$ cat config.mk
export PLATFORM = sky130hd
export DESIGN_NAME = aud_capture_engine
export DESIGN_NICKNAME = d
export VERILOG_FILES = /design/src/rtl/aud_cap_pkg.sv /design/src/rtl/aud_i2s_deser.sv /design/src/rtl/aud_capture_engine.sv
export SDC_FILE = /design/constraint.sdc
export NUM_CORES = 1
export LEC_CHECK = 0
export ABC_AREA = 1
export CAP_MARGIN = 10
export CORE_MARGIN = 2
export CORE_UTILIZATION = 60
export CTS_CLUSTER_SIZE = 24
export DETAILED_ROUTE_END_ITERATION = 8
export DONT_BUFFER_PORTS = 1
export GPL_ROUTABILITY_DRIVEN = 0
export PLACE_DENSITY = 0.76
export SYNTH_ARGS = -nofsm -noshare
export SYNTH_HDL_FRONTEND = slang
export SYNTH_SLANG_ARGS = --single-unit
$ cat constraint.sdc
create_clock -name i_bclk -period 2.9 [get_ports i_bclk]
set_input_delay 0.58 -clock i_bclk [delete_from_list [all_inputs] [get_ports i_bclk]]
set_output_delay 0.58 -clock i_bclk [all_outputs]
set_load 0.02 [all_outputs]
$ cat src/rtl/aud_cap_pkg.sv
`default_nettype none
// ============================================================================
// Module   : aud_cap_pkg
// Brief    : Shared types and constants for the I2S capture engine: the
//            control FSM state encoding, the channel-mode codes and the
//            frame-selection helper.
// Revision : 1.0 - initial release
// ============================================================================
package aud_cap_pkg;

  typedef enum logic [1:0] {
    ST_IDLE  = 2'd0,
    ST_ARM   = 2'd1,
    ST_SHIFT = 2'd2,
    ST_PAUSE = 2'd3
  } cap_state_e;

  localparam int CH_RIGHT  = 0;
  localparam int CH_LEFT   = 1;
  localparam int CH_STEREO = 2;

  // A frame start is taken when its channel matches the mode. In stereo a
  // right frame is only taken directly after a left word (pair alignment).
  function automatic logic ch_selected(input int mode, input logic lrc, input logic pair);
    logic sel;
    case (mode)
      CH_RIGHT: sel = lrc;
      CH_LEFT:  sel = ~lrc;
      default:  sel = ~lrc | pair;
    endcase
    return sel;
  endfunction

endpackage
`default_nettype wire

$ cat src/rtl/aud_i2s_deser.sv
`default_nettype none
// ============================================================================
// Module   : aud_i2s_deser
// Brief    : I2S deserialiser. Detects LR-clock transitions, counts bits and
//            places each serial bit MSB-first into the word register. Emits a
//            combinational word_valid on the edge that samples the last bit,
//            or on a frame start that cuts a word short (LSBs stay zero).
// Revision : 1.0 - initial release
// ============================================================================
module aud_i2s_deser #(
  parameter int DATA_W = 16
) (
  input  logic              i_bclk,
  input  logic              i_rst_n,
  input  logic              i_lrc,
  input  logic              i_data,
  input  logic              i_run,
  input  logic              i_load,
  output logic              o_frame_start,
  output logic              o_word_valid,
  output logic [DATA_W-1:0] o_word,
  output logic              o_ch
);

  localparam int c_cnt_w = $clog2(DATA_W + 1);

  logic               r_lrc_q;
  logic [c_cnt_w-1:0] r_cnt;
  logic [DATA_W-1:0]  r_word;
  logic               r_ch;
  logic               w_fs;
  logic               w_last;

  assign w_fs          = i_lrc ^ r_lrc_q;
  assign w_last        = i_run & ~w_fs & (r_cnt == c_cnt_w'(1));
  assign o_frame_start = w_fs;
  assign o_word_valid  = w_last | (i_run & w_fs);
  // The last bit is merged in combinationally so the word is written on the
  // same edge that samples it.
  assign o_word        = w_last ? {r_word[DATA_W-1:1], i_data} : r_word;
  assign o_ch          = r_ch;

  // LR edge history, bit countdown and bit placement (count = bits remaining).
  always_ff @(negedge i_bclk or negedge i_rst_n) begin
    if (!i_rst_n) begin
      r_lrc_q <= 1'b0;
      r_cnt   <= '0;
      r_word  <= '0;
      r_ch    <= 1'b0;
    end else begin
      r_lrc_q <= i_lrc;
      if (i_load) begin
        r_word <= '0;
        r_cnt  <= c_cnt_w'(DATA_W);
        r_ch   <= i_lrc;
      end else if (i_run && !w_fs && (r_cnt != '0)) begin
        for (int b = 0; b < DATA_W; b++) begin
          if (r_cnt == c_cnt_w'(b + 1)) r_word[b] <= i_data;
        end
        r_cnt <= r_cnt - c_cnt_w'(1);
      end
    end
  end

endmodule
`default_nettype wire

$ cat src/rtl/aud_capture_engine.sv
`default_nettype none
// ============================================================================
// Module   : aud_capture_engine
// Brief    : I2S capture engine. Deserialises codec ADC frames on the falling
//            edge of the bit clock and issues one SRAM write per captured
//            word, under start/pause/stop control.
// Config   : AUD_CAP_AUTOSTOP_EN - when defined, capture stops after the
//            write to address MAX_WORDS-1 and raises o_full; otherwise the
//            write pointer wraps (ring buffer) and o_full is tied low.
// Revision : 1.0 - initial release
// ============================================================================
module aud_capture_engine #(
  parameter int DATA_W    = 16,
  parameter int ADDR_W    = 20,
  parameter int MAX_WORDS = 2**ADDR_W,
  parameter int CH_MODE   = 0
) (
  input  logic              i_bclk,
  input  logic              i_rst_n,
  input  logic              i_lrc,
  input  logic              i_data,
  input  logic              i_start,
  input  logic              i_pause,
  input  logic              i_stop,
  output logic [ADDR_W-1:0] o_address,
  output logic [DATA_W-1:0] o_data,
  output logic              o_we,
  output logic [ADDR_W:0]   o_len,
  output logic              o_busy,
  output logic              o_full
);

  import aud_cap_pkg::*;

  localparam int c_len_w = ADDR_W + 1;

  cap_state_e          r_state;
  logic [ADDR_W-1:0]   r_ptr;
  logic [ADDR_W-1:0]   r_addr;
  logic [DATA_W-1:0]   r_data;
  logic                r_we;
  logic [c_len_w-1:0]  r_len;
  logic                r_pair;

  logic                w_cmd;
  logic                w_run;
  logic                w_fs;
  logic                w_wv;
  logic [DATA_W-1:0]   w_word;
  logic                w_ch;
  logic                w_pair_now;
  logic                w_load;
  logic                w_last_addr;
  logic [ADDR_W-1:0]   w_ptr_nxt;
  logic [c_len_w-1:0]  w_len_nxt;

  // Stop/pause suppress both shifting and writing on the edge they are seen.
  assign w_cmd       = i_stop | i_pause;
  assign w_run       = (r_state == ST_SHIFT) & ~w_cmd;
  // A left word written on this very edge already qualifies the right frame.
  assign w_pair_now  = w_wv ? ~w_ch : r_pair;
  assign w_load      = ~w_cmd & w_fs & ch_selected(CH_MODE, i_lrc, w_pair_now) &
                       ((r_state == ST_ARM) | (r_state == ST_SHIFT));
  assign w_last_addr = (r_ptr == ADDR_W'(MAX_WORDS - 1));
  assign w_ptr_nxt   = w_last_addr ? '0 : r_ptr + ADDR_W'(1);
  assign w_len_nxt   = (r_len == c_len_w'(MAX_WORDS)) ? r_len : r_len + c_len_w'(1);

  aud_i2s_deser #(
    .DATA_W (DATA_W)
  ) u_deser (
    .i_bclk        (i_bclk),
    .i_rst_n       (i_rst_n),
    .i_lrc         (i_lrc),
    .i_data        (i_data),
    .i_run         (w_run),
    .i_load        (w_load),
    .o_frame_start (w_fs),
    .o_word_valid  (w_wv),
    .o_word        (w_word),
    .o_ch          (w_ch)
  );

`ifdef AUD_CAP_AUTOSTOP_EN
  logic r_full;
  assign o_full = r_full;
`else
  assign o_full = 1'b0;
`endif

  // Control FSM with write strobe, address, data and length registers.
  always_ff @(negedge i_bclk or negedge i_rst_n) begin
    if (!i_rst_n) begin
      r_state <= ST_IDLE;
      r_ptr   <= '0;
      r_addr  <= '0;
      r_data  <= '0;
      r_we    <= 1'b0;
      r_len   <= '0;
      r_pair  <= 1'b0;
`ifdef AUD_CAP_AUTOSTOP_EN
      r_full  <= 1'b0;
`endif
    end else begin
      r_we <= 1'b0;
      case (r_state)
        ST_IDLE: begin
          if (i_start && !i_stop) begin
            r_state <= ST_ARM;
            r_ptr   <= '0;
            r_len   <= '0;
            r_pair  <= 1'b0;
`ifdef AUD_CAP_AUTOSTOP_EN
            r_full  <= 1'b0;
`endif
          end
        end
        ST_ARM, ST_SHIFT: begin
          if (i_stop) begin
            r_state <= ST_IDLE;
          end else if (i_pause) begin
            r_state <= ST_PAUSE;
            r_pair  <= 1'b0;
          end else if (w_wv) begin
            r_we    <= 1'b1;
            r_addr  <= r_ptr;
            r_data  <= w_word;
            r_ptr   <= w_ptr_nxt;
            r_len   <= w_len_nxt;
            r_pair  <= ~w_ch;
            r_state <= w_load ? ST_SHIFT : ST_ARM;
`ifdef AUD_CAP_AUTOSTOP_EN
            if (w_last_addr) begin
              r_state <= ST_IDLE;
              r_full  <= 1'b1;
            end
`endif
          end else if (w_load) begin
            r_state <= ST_SHIFT;
          end
        end
        ST_PAUSE: begin
          if (i_stop) begin
            r_state <= ST_IDLE;
          end else if (i_start || i_pause) begin
            r_state <= ST_ARM;
          end
        end
        default: r_state <= ST_IDLE;
      endcase
    end
  end

  assign o_address = r_addr;
  assign o_data    = r_data;
  assign o_we      = r_we;
  assign o_len     = r_len;
  assign o_busy    = (r_state != ST_IDLE);

endmodule
`default_nettype wire

== Word level (Yosys, flattened, before mapping) ==
Index checks and enable logic that the tools add are counted.
Word-level totals
  bits in registers: 102
  bits of input ports: 7
  output and inout port bits: 60
Cells by class
  add/subtract/negate cells: 3
  equal/unequal tests: 28
  mux-type cells: 46
  bitwise gates (word level): 15
  reduce and logical (&&, ||, !) cells: 48
Operators by type and width (count)
  $mux 21: 5
  $mux 20: 5
  $pmux 21 s2: 1
  $eq 5x4->1 const B: 8
  $pmux 20 s2: 1
  $reduce_bool 2->1: 19
  $mux 16: 2
  $reduce_and 2->1: 16
  $add 21x1->21 const B: 1
  $eq 21x21->1 const B: 1
  $mux 1: 21
  $add 20x1->20 const B: 1
  $eq 20x20->1 const B: 1
  $eq 5x3->1 const B: 4
  $mux 2: 8
  $eq 5x2->1 const B: 2
  $mux 5: 2
  $ne 2x2->1 const B: 4
  $and 1x1->1: 7
  $pmux 2 s3: 1
  $reduce_and 6->1: 1
  $eq 5x1->1 const B: 1
  $eq 5x5->1 const B: 1
  $ne 5x4->1 const B: 1
  other kinds (17): 26

== Logic depth before layout (Yosys ltp) ==
Gate-level depths: netlist of the first run.
  word-level depth: 10
  gate-level depth with buffers: 15

== By module ==
Synthesis of the first run repeated with hierarchy kept, for this count alone.
Unflattened totals
  cells, all modules: 822
  area total of the unflattened synthesis: 6083.3 um2
Modules (own cells, without submodules)
  aud_capture_engine: times used 1, cells an instance 610, area each 4536.9 um2
  aud_i2s_deser: times used 1, cells an instance 212, area each 1546.5 um2

==> flow_summary_export.csv, run 1 <==
group,metric,value,unit
sta,rsz0062_at_grt,"true",
floorplanning,fp.dieArea,0.00999,mm^2
cts,h-tree-depth,3,
sta,hold_viol_final,0,
setup_path,cp_data_arrival_time,2550,ps
sta,setup_viol,57,
job,max_cap_viol_count,0,
hold_path,hold_end,"u_deser.r_word[1]",
sta,hold_slack,431,ps
setup_path,crit_type,"reg2out",
drt,drt.antenna.violating_nets,0,
yosys,netlist-cell-type-count,41,
floorplanning,fp-row-count,35,
sta,setup_tns,-2630,ps
status,status,"finished with violations",
yosys,synth_edf_count,0,
place,dp_hpwl,8750,um
setup_path,end_kind,"output pin",
power,pwr_density_cell,753,mW/mm^2
yosys,ys_async_sr_fraction,100,%
drt,vias,4677,
hold_path,hold_path_startpoint,"u_deser.r_word[1]",
yosys,synth_cells,675,
hold_path,min_path_type,"reg2reg",
cells_and_area,fin_area,0.00638,mm^2
yosys,ys_top_cells_by_area,"dfrtn_1 (46%), nand2_1 (13%), nor2_1 (5.2%), mux2_2 (5.1%), nand3_1 (4.5%)",
yosys,synth_seq_cells,102,
drt,drc,0,
setup_path,r2r_end,"r_ptr[15]",
yosys,ys_seq_area_share,46.2,%
hold_path,holdPathStages,2,
floorplanning,die_h,100,um
setup_path,timing.rr.start,"r_ptr[0]",
setup_path,path_cells,"inv_2 > ha_4 > inv_4",
place,placed_cell_area,0.00605,mm^2
setup_path,cp_slowest_cell,"dfrtn_1",
yosys,syn_area,0.00553,mm^2
global_routing,grt_usage,26.2,%
cells_and_area,final_util,70.4,%
yosys,synthesis.nets,694,
cts,cts.path.max_buffers,2,
cells_and_area,area_growth_syn_to_layout,15.5,%
cts,clkLatencyLatePin,350,ps
cts,clock-sinks,102,
global_routing,grt_first_pass_wirelength,21100,um
cts,clockRootBuffer,"clkbuf_8",
setup_path,start_kind,"flop",
cells_and_area,fin_nets,729,
setup_path,path_max_fanout,2,
place,portBuffers,0,
floorplanning,die_w,100,um
drt,wl_per_cell,15.2,um
drt,drtIter0Drc,315,
cts,cts_tree,"built",
power,p_leak,2.88,nW
global_routing,grt_overflow_total,0,
global_routing,grt_max_degree,103,
yosys,synth_top_area_cell,"dfrtn_1",
sta,skew,11.1,ps
cts,cts_made_buffers,9,
setup_path,cpPeakStageDelay,440,ps
setup_path,reg2reg_depth,10,
yosys,synth-main-ff-cell,"dfrtn_1",
floorplanning,core,0.00906,mm^2
drt,routed_wl,12600,um
sta,slew_violations,0,
global_routing,grt_pass1_vias,4436,
power,p_total,4.81,mW
global_routing,antenna_found_initial,0,
status,violations,"setup timing",
setup_path,r2r_slack,690,ps
yosys,synth_top_area_share,46.2,%
drt,first_pass_iters,5,
floorplanning,start_util,61.0,%
setup_path,worstPathRequired,2320,ps
cells_and_area,n_antenna_cell,0,
sta,layout_setup_ws,-225,ps
cells_and_area,drive_above_1_share,17.6,%
drt,vias_per_cell,5.66,
yosys,yosysWarnings,0,
power,peakVddDrop,0.000595,V
cts,clkTransAtPathRegs,70,ps
yosys,syn_avg_cell_area,8.19,um^2
floorplanning,num_io_pins,67,
cells by family (layout without fill, tap and decap cells):
kind of cell | count (synthesis) | in the layout | share of synthesized area, %
buf+inv | 75 | 115 | 5.96
xor+xnor | 18 | 18 | 2.85
other cells | 1 | 1 | 0.0679
simple gates | 352 | 352 | 27.3
compound gates | 88 | 88 | 9.38
mux | 27 | 27 | 5.50
flops | 102 | 102 | 46.2
fa+ha+maj | 12 | 12 | 2.72
layer usage:
layer / vias to the layer above / GRT usage (%) / part of all wire (%)
li1: 2280 / - / -
met4: 0 / 8.75 / 1.3
met3: 19 / 5.29 / 6.2
met5: - / 0 / 0
met1: 2196 / 34.8 / 43
met2: 182 / 43.2 / 49
how the worst max path moves through the flow:
stage	cells past startpoint	end	slack (ps)	from
2_1_floorplan	7	o_address[0]	-300	i_stop
3_3_place_gp	7	o_address[14]	-320	i_stop
3_5_place_dp	7	o_address[15]	-350	i_stop
4_1_cts	3	o_busy	-220	r_state[0]
5_1_grt	3	o_busy	-280	r_state[0]
6_report	3	o_busy	-230	r_state[0]
worst max-delay path: cells and delay by family (launching register included):
kind / cells / cell delay [ps]
DFF: 1 / 440
adders and majority gates: 1 / 170
buffers and inverters: 2 / 140
cells in the mapped netlist, drive strengths merged (2+ instances only):
master	number
nand2	191
dfrtn	102
nor2	84
inv	55
o21ai	53
nand3	51
mux2	27
buf	16
nand4	16
xor2	15
a31oi	13
ha	12
o21a	8
a21oi	7
nor3	5
clkbuf	3
xnor2	3
a31o	2
nand3b	2
o21bai	2
or2	2
what timing repair did:
item	4_1_cts	5_1_grt
hold buffers	0	0
pin swaps	1	2
setup buffers	1	1
endpoints found under the hold margin	0	0
gates cloned	0	2
gates resized for setup	6	5
setup endpoints to repair	59	79
layout by cell type (no fill, tap or decap), drive strengths merged, types with 3 or more instances in the layout:
cell type / Yosys / layout
nand2: 191 / 191
dfrtn: 102 / 102
nor2: 84 / 84
inv: 55 / 58
o21ai: 53 / 53
nand3: 51 / 51
buf: 16 / 41
mux2: 27 / 27
nand4: 16 / 16
xor2: 15 / 15
a31oi: 13 / 13
ha: 12 / 12
clkbuf: 3 / 11
o21a: 8 / 8
a21oi: 7 / 7
nor3: 5 / 5
clkinv: 1 / 4
xnor2: 3 / 3
sequential cells by signal, summed over array words and instances (netlist names):
signal / flops
r_state: 2
u_deser.r_word: 16
u_deser.r_lrc_q: 1
o_address: 20
o_len: 21
o_data: 16
r_ptr: 20
o_we: 1
u_deser.r_cnt: 5
final cells by class:
| class | count | area (um^2) |
|---|---|---|
| clock buffer | 9 | 124 |
| clock inverter | 7 | 88.8 |
| fill | 660 | 2690 |
| sequential | 102 | 2550 |
| timing repair buffer | 43 | 458 |
| tap | 111 | 139 |
| multi-input combinational | 498 | 2800 |
| inverter | 56 | 221 |
report_power, final:
group | leakage [nW] | switching [mW] | total [mW] | internal [mW]
logic | 1.39 | 0.994 | 1.64 | 0.647
registers | 1.38 | 0.466 | 2.23 | 1.77
clock network | 0.106 | 0.579 | 0.933 | 0.354
through the flow:
step,setup WS [ps],cells
3_5_place_dp,-351,806
2_1_floorplan,-300,675
4_1_cts,-225,823
5_1_grt,-278,826
6_report,-225,826
3_3_place_gp,-318,806
Note: power is estimated with default switching activity, not from simulation.
==> run 2, diff against run 1 <==
--- a/config.mk
+++ b/config.mk
@@ -8,12 +8,11 @@
 export ABC_AREA = 1
 export CAP_MARGIN = 10
 export CORE_MARGIN = 2
-export CORE_UTILIZATION = 60
+export CORE_UTILIZATION = 35
 export CTS_CLUSTER_SIZE = 24
 export DETAILED_ROUTE_END_ITERATION = 8
 export DONT_BUFFER_PORTS = 1
 export GPL_ROUTABILITY_DRIVEN = 0
-export PLACE_DENSITY = 0.76
 export SYNTH_ARGS = -nofsm -noshare
 export SYNTH_HDL_FRONTEND = slang
 export SYNTH_SLANG_ARGS = --single-unit
==> run 2 against run 1 <==
  * Final cell count is 13% higher
  * Via count is 2.5% lower
  * Critical path depth stayed put
  * Sequential share of layout area is 1.3 points lower
  * Worst setup slack worse by 21 ps
  * The flow still finishes with violations (setup timing)
  * Largest power group unchanged
  * Largest cell class unchanged
  * First-iteration DRC count is 11% lower
  * Final area is 3.3% higher
  * Flip-flop and latch count stayed put
  * Power is 6.5% higher
  * Utilization is 27 points lower
  * Clock-buffer cell count is 1 higher
==> flow_summary_export.csv, run 2 (synthesis gave the netlist of run 1 again) <==
group,metric,value,unit
global_routing,grt_usage,16.6,%
sta,slew_violations,0,
cells_and_area,layout_common_cells,"nand2_1 (184), dfrtn_1 (102), nor2_1 (75)",
setup_path,crit_type,"reg2out",
setup_path,cp_data_arrival_time,2570,ps
setup_path,path_cells,"inv_2 > ha_4 > inv_4",
cells_and_area,finalNonFillerCells,931,
hold_path,min_path_type,"reg2reg",
drt,drc,0,
power,comb_power_share,31.5,%
drt,drtIter0Drc,279,
floorplanning,die_h,130,um
power,p_sw_share,39.4,%
setup_path,reg2reg_depth,10,
drt,vias_per_cell,4.90,
cells_and_area,fin_nets,734,
setup_path,path_depth,3,
cts,cts_made_buffers,9,
sta,skew,6.28,ps
global_routing,grt_pass1_vias,4479,
setup_path,end_kind,"output pin",
power,p_leak,2.95,nW
floorplanning,num_io_pins,67,
sta,setup_tns,-2690,ps
power,pwr_density_cell,776,mW/mm^2
global_routing,grt_max_degree,103,
place,portBuffers,0,
floorplanning,start_util,36.1,%
setup_path,crit_family,"flip-flops",
hold_path,holdPathStages,2,
job,max_cap_viol_count,0,
floorplanning,fp-row-count,45,
status,status,"finished with violations",
floorplanning,die_w,130,um
power,p_total,5.12,mW
setup_path,worst-path-buf-inv,2,
global_routing,grt_most_used_layer,"met2",
cts,clkLatencyLatePin,360,ps
cells_and_area,nFillCells,1520,
setup_path,start_kind,"flop",
power,power.switching,2.02,mW
cts,clockRootBuffer,"clkbuf_16",
setup_path,worstPathRequired,2320,ps
power,p_int,3.10,mW
drt,wl_per_cell,14.5,um
global_routing,grt_overflow_total,0,
floorplanning,fp.dieArea,0.0168,mm^2
power,pwr-share-clk,24.9,%
drt,first_pass_iters,5,
cells_and_area,area_growth_syn_to_layout,19.3,%
cells_and_area,final_common_cell,"nand2_1",
sta,rsz0062_at_grt,"true",
drt,drt.antenna.violating_nets,0,
floorplanning,core,0.0153,mm^2
global_routing,grt_first_pass_wirelength,22100,um
power,peakVddDrop,0.000338,V
global_routing,globalRouteMet1Util,21.0,%
cts,cts.path.max_buffers,2,
setup_path,path_max_fanout,2,
place,dp_hpwl,9360,um
cts,cts_tree,"built",
power,seqPwrFrac,43.6,%
global_routing,met3_usage,4.95,%
cts,h-tree-depth,3,
setup_path,cpPeakStageDelay,440,ps
sta,layout_setup_ws,-247,ps
cts,clock-sinks,102,
drt,routed_wl,13500,um
place,dpl.cell_count,907,
sta,setup_viol,56,
global_routing,antenna_found_initial,0,
setup_path,cp_slowest_cell,"dfrtn_1",
cts,clkTransAtPathRegs,50,ps
cells_and_area,n_antenna_cell,0,
sta,hold_viol_final,0,
status,violations,"setup timing",
global_routing,grt_util_met2,27.0,%
drt,vias,4562,
cells_and_area,drive_above_1_share,17.6,%
cells_and_area,largest_reg_flops,21,
-- run 2: cell count changes in the layout (fill, tap and decap cells not counted), moves of 3 or more --
cell,previous run,this run
buf_6,0,3
buf_12,8,5
clkbuf_8,9,1
buf_4,33,38
clkbuf_16,2,11
-- run 2: final cells by class --
type | count | area (um^2) | share of cell area [%]
clock buffers | 10 | 239 | 3.62
clock inverters | 6 | 76.3 | 1.16
inverters | 56 | 218 | 3.30
multi-input cells | 498 | 2770 | 42.1
flip-flops and latches | 102 | 2550 | 38.7
well taps | 211 | 264 | 4.00
repair buffers | 48 | 469 | 7.12
-- run 2: path summary, 6_finish.rpt --
path / startpoint / end / slack, ps
max: r_state[0] / o_busy / -250
max in group asynchronous: i_rst_n / r_ptr[12] / 1460
min: u_deser.r_word[5] / u_deser.r_word[5] / 440
max reg2reg: r_ptr[0] / r_ptr[15] / 740
min reg2reg: u_deser.r_word[5] / u_deser.r_word[5] / 440
min in group asynchronous: i_rst_n / r_state[0] / 1260
-- run 2: power groups by stage --
stage | combinational, mW | sequential [mW] | clock [mW]
detailed placement | 1.53 | 2.26 | 0
floorplan | 1.19 | 2.16 | 0
global route | 1.80 | 2.28 | 1.38
finish | 1.61 | 2.23 | 1.27
CTS | 1.60 | 2.24 | 1.32
global placement | 1.49 | 2.25 | 0
-- run 2: metal layers --
metal | wire, um | vias up
li1 | - | 2289
met1 | 6110 | 2132
met2 | 6290 | 113
met3 | 736 | 28
met4 | 331 | 0
met5 | 0 | -
-- run 2: repair_timing --
item	4_1_cts	5_1_grt
hold buffers	0	0
hold endpoints to repair	0	0
pin swaps	1	2
resized for setup	6	6
buffers inserted	2	4
setup endpoints to repair	60	73
gates cloned	0	2
-- run 2: stage by stage --
| stage | hold slack, ps | cell area (um^2) | util [%] | setup WS, ps |
|---|---|---|---|---|
| detailed placement | 437 | 6140 | 40.1 | -374 |
| finish | 438 | 6590 | 43.0 | -247 |
| CTS | 441 | 6490 | 42.4 | -223 |
| global route | 476 | 6590 | 43.0 | -273 |
| global placement | 424 | 6140 | 40.1 | -341 |
| floorplan | 408 | 5700 | - | -300 |
-- run 2: tightest hold or removal path, cell delays in order, from the launching register on --
cell	delay (ps)
dfrtn_1	410
nand2_1	50
o21ai_1	60
==> run 3, diff against run 2 <==
--- a/config.mk
+++ b/config.mk
@@ -15,4 +15,5 @@
 export GPL_ROUTABILITY_DRIVEN = 0
 export SYNTH_ARGS = -nofsm -noshare
 export SYNTH_HDL_FRONTEND = slang
+export SYNTH_HIERARCHICAL = 1
 export SYNTH_SLANG_ARGS = --single-unit
==> run 3 against run 2 <==
  * The run still ends with setup timing left
  * Flip-flop and latch count stayed put
  * Via count increased by 16%
  * Clock skew decreased by 0.85 ps
  * Non-clock buffer count is 39 higher
  * Area after synthesis rose by 9.5%
  * Sequential share of layout area shrank 5.9 points
  * Worst setup slack worse by 97 ps
  * Sequential power down 14%
  * Die area up 9.2%
  * Utilization increased by 2.3 points
  * Synthesized cell count grew 21%
  * Global-route usage increased by 1.1 points
  * Critical path type is now in2reg
  * Largest cell class unchanged
  * Highest routed layer unchanged
==> flow_summary_export.csv, run 3 <==
group,metric,value,unit
job,max_cap_viol_count,0,
sta,rsz0062_at_grt,"true",
global_routing,antenna_found_initial,0,
sta,layout_setup_ws,-344,ps
global_routing,grt_max_degree,103,
power,pwr_density_cell,711,mW/mm^2
cells_and_area,final_util,45.4,%
place,dp_slack,-883,ps
power,comb_power_share,42.8,%
sta,hold_viol_final,0,
global_routing,grt_usage,17.7,%
power,p_total,5.52,mW
cts,clockRootBuffer,"clkbuf_16",
setup_path,end_kind,"flop",
drt,first_pass_iters,5,
power,p_int,3.23,mW
cells_and_area,n_antenna_cell,0,
cts,cts_tree,"built",
drt,vias_per_cell,4.76,
global_routing,grt_first_pass_wirelength,25600,um
yosys,synth_cells,819,
setup_path,path_max_fanout,6,
sta,skew,5.43,ps
global_routing,grt_overflow_total,0,
setup_path,worstPathRequired,1660,ps
power,p_sw_share,41.5,%
sta,slew_headroom,45.9,%
cells_and_area,drive_above_1_share,31.5,%
cts,clkTransAtPathRegs,50,ps
yosys,yosysWarnings,6,
floorplanning,die_w,135,um
power,peakVddDrop,0.000384,V
yosys,syn_area,0.00605,mm^2
floorplanning,fp.dieArea,0.0184,mm^2
hold_path,holdPathStages,2,
power,seqPwrFrac,34.8,%
sta,worst_pin_slew,809,ps
power,p_leak,3.75,nW
yosys,synthesis.nets,836,
cells_and_area,layout_common_cells,"nand2_1 (204), dfrtn_1 (102), inv_1 (81)",
sta,slew_violations,0,
global_routing,grt_pass1_vias,5209,
cells_and_area,fin_nets,900,
cts,cts.path.max_buffers,2,
power,power.switching,2.29,mW
setup_path,cp_data_arrival_time,2000,ps
cts,clkLatencyLatePin,360,ps
cells_and_area,final_common_cell,"nand2_1",
place,portBuffers,0,
place,dp_hpwl,10200,um
drt,routed_wl,15700,um
cts,cts_made_buffers,9,
cts,h-tree-depth,3,
setup_path,start_kind,"primary input",
power,pwr-share-clk,22.4,%
floorplanning,fp-row-count,48,
cts,clock-sinks,102,
drt,drc,0,
floorplanning,start_util,35.3,%
hold_path,min_path_type,"reg2reg",
status,violations,"setup timing",
drt,vias,5297,
drt,drt.antenna.violating_nets,0,
setup_path,crit_type,"in2reg",
sta,setup_viol,137,
drt,drtIter0Drc,331,
status,status,"finished with violations",
setup_path,reg2reg_depth,9,
floorplanning,num_io_pins,67,
floorplanning,die_h,135,um
cells_and_area,area_growth_syn_to_layout,28.4,%
yosys,syn_avg_cell_area,7.39,um^2
cells_and_area,largest_reg_flops,21,
floorplanning,core,0.0171,mm^2
drt,wl_per_cell,14.1,um
[run 3: area by class of cell]
cell class | count | area (um^2)
sequential | 102 | 2550
clock inverter | 7 | 67.6
fill | 1691 | 9350
timing repair buffer | 87 | 902
multi-input combinational | 582 | 3310
clock buffer | 9 | 225
tap | 225 | 282
inverter | 101 | 427
[run 3: per-layer routing]
metal / track usage (%) / up-vias / routed length [um]
met4: 5.44 / 0 / 236
li1: - / 2704 / -
met2: 29.0 / 92 / 7350
met3: 5.27 / 14 / 943
met5: 0 / - / 0
met1: 22.5 / 2487 / 7160
[run 3: worst paths after layout]
kind	start	end	slack, ps
max in group asynchronous	i_rst_n	o_len[12]	1440
min	u_deser/r_word[15]	o_data[15]	420
max	i_pause	o_len[1]	-340
min in group asynchronous	i_rst_n	u_deser/r_word[0]	1260
min reg2reg	u_deser/r_word[15]	o_data[15]	420
max reg2reg	o_len[0]	o_len[14]	290
[run 3: through the flow]
stage | hold WS, ps | TNS, ps | cell area, um^2 | std cells
after global routing | 452 | -29910 | 7770 | 1113
after detailed placement | 420 | -58270 | 6670 | 1069
after CTS | 420 | -19010 | 7450 | 1102
final | 420 | -21540 | 7770 | 1113
after floorplan | 444 | -58950 | 6220 | 819
after global placement | 418 | -53300 | 6670 | 1069
[run 3: power by group through the flow]
stage / clock [mW] / sequential (mW) / combinational, mW
2_1_floorplan: 0 / 1.88 / 1.28
3_3_place_gp: 0 / 1.94 / 1.62
3_5_place_dp: 0 / 1.94 / 1.64
4_1_cts: 1.28 / 1.93 / 1.94
5_1_grt: 1.34 / 1.96 / 2.57
6_report: 1.24 / 1.92 / 2.37
[run 3: repair_timing]
action	4_1_cts	5_1_grt
gates resized for setup	84	54
cloned	7	2
setup endpoints to repair	137	139
setup buffers	10	10
pin swaps	17	15
hold buffers	0	0
[run 3: critical path: stages]
cell,delay (ps)
nor2_4,90
inv_2,50
nor2_4,110
inv_4,60
nor2_4,100
nand2_4,70
o21ai_4,70
inv_2,70
o21ai_4,140
nand3_4,120
clkinv_4,140
buf_12,140
nand2_8,80
inv_6,120
o21ai_1,60
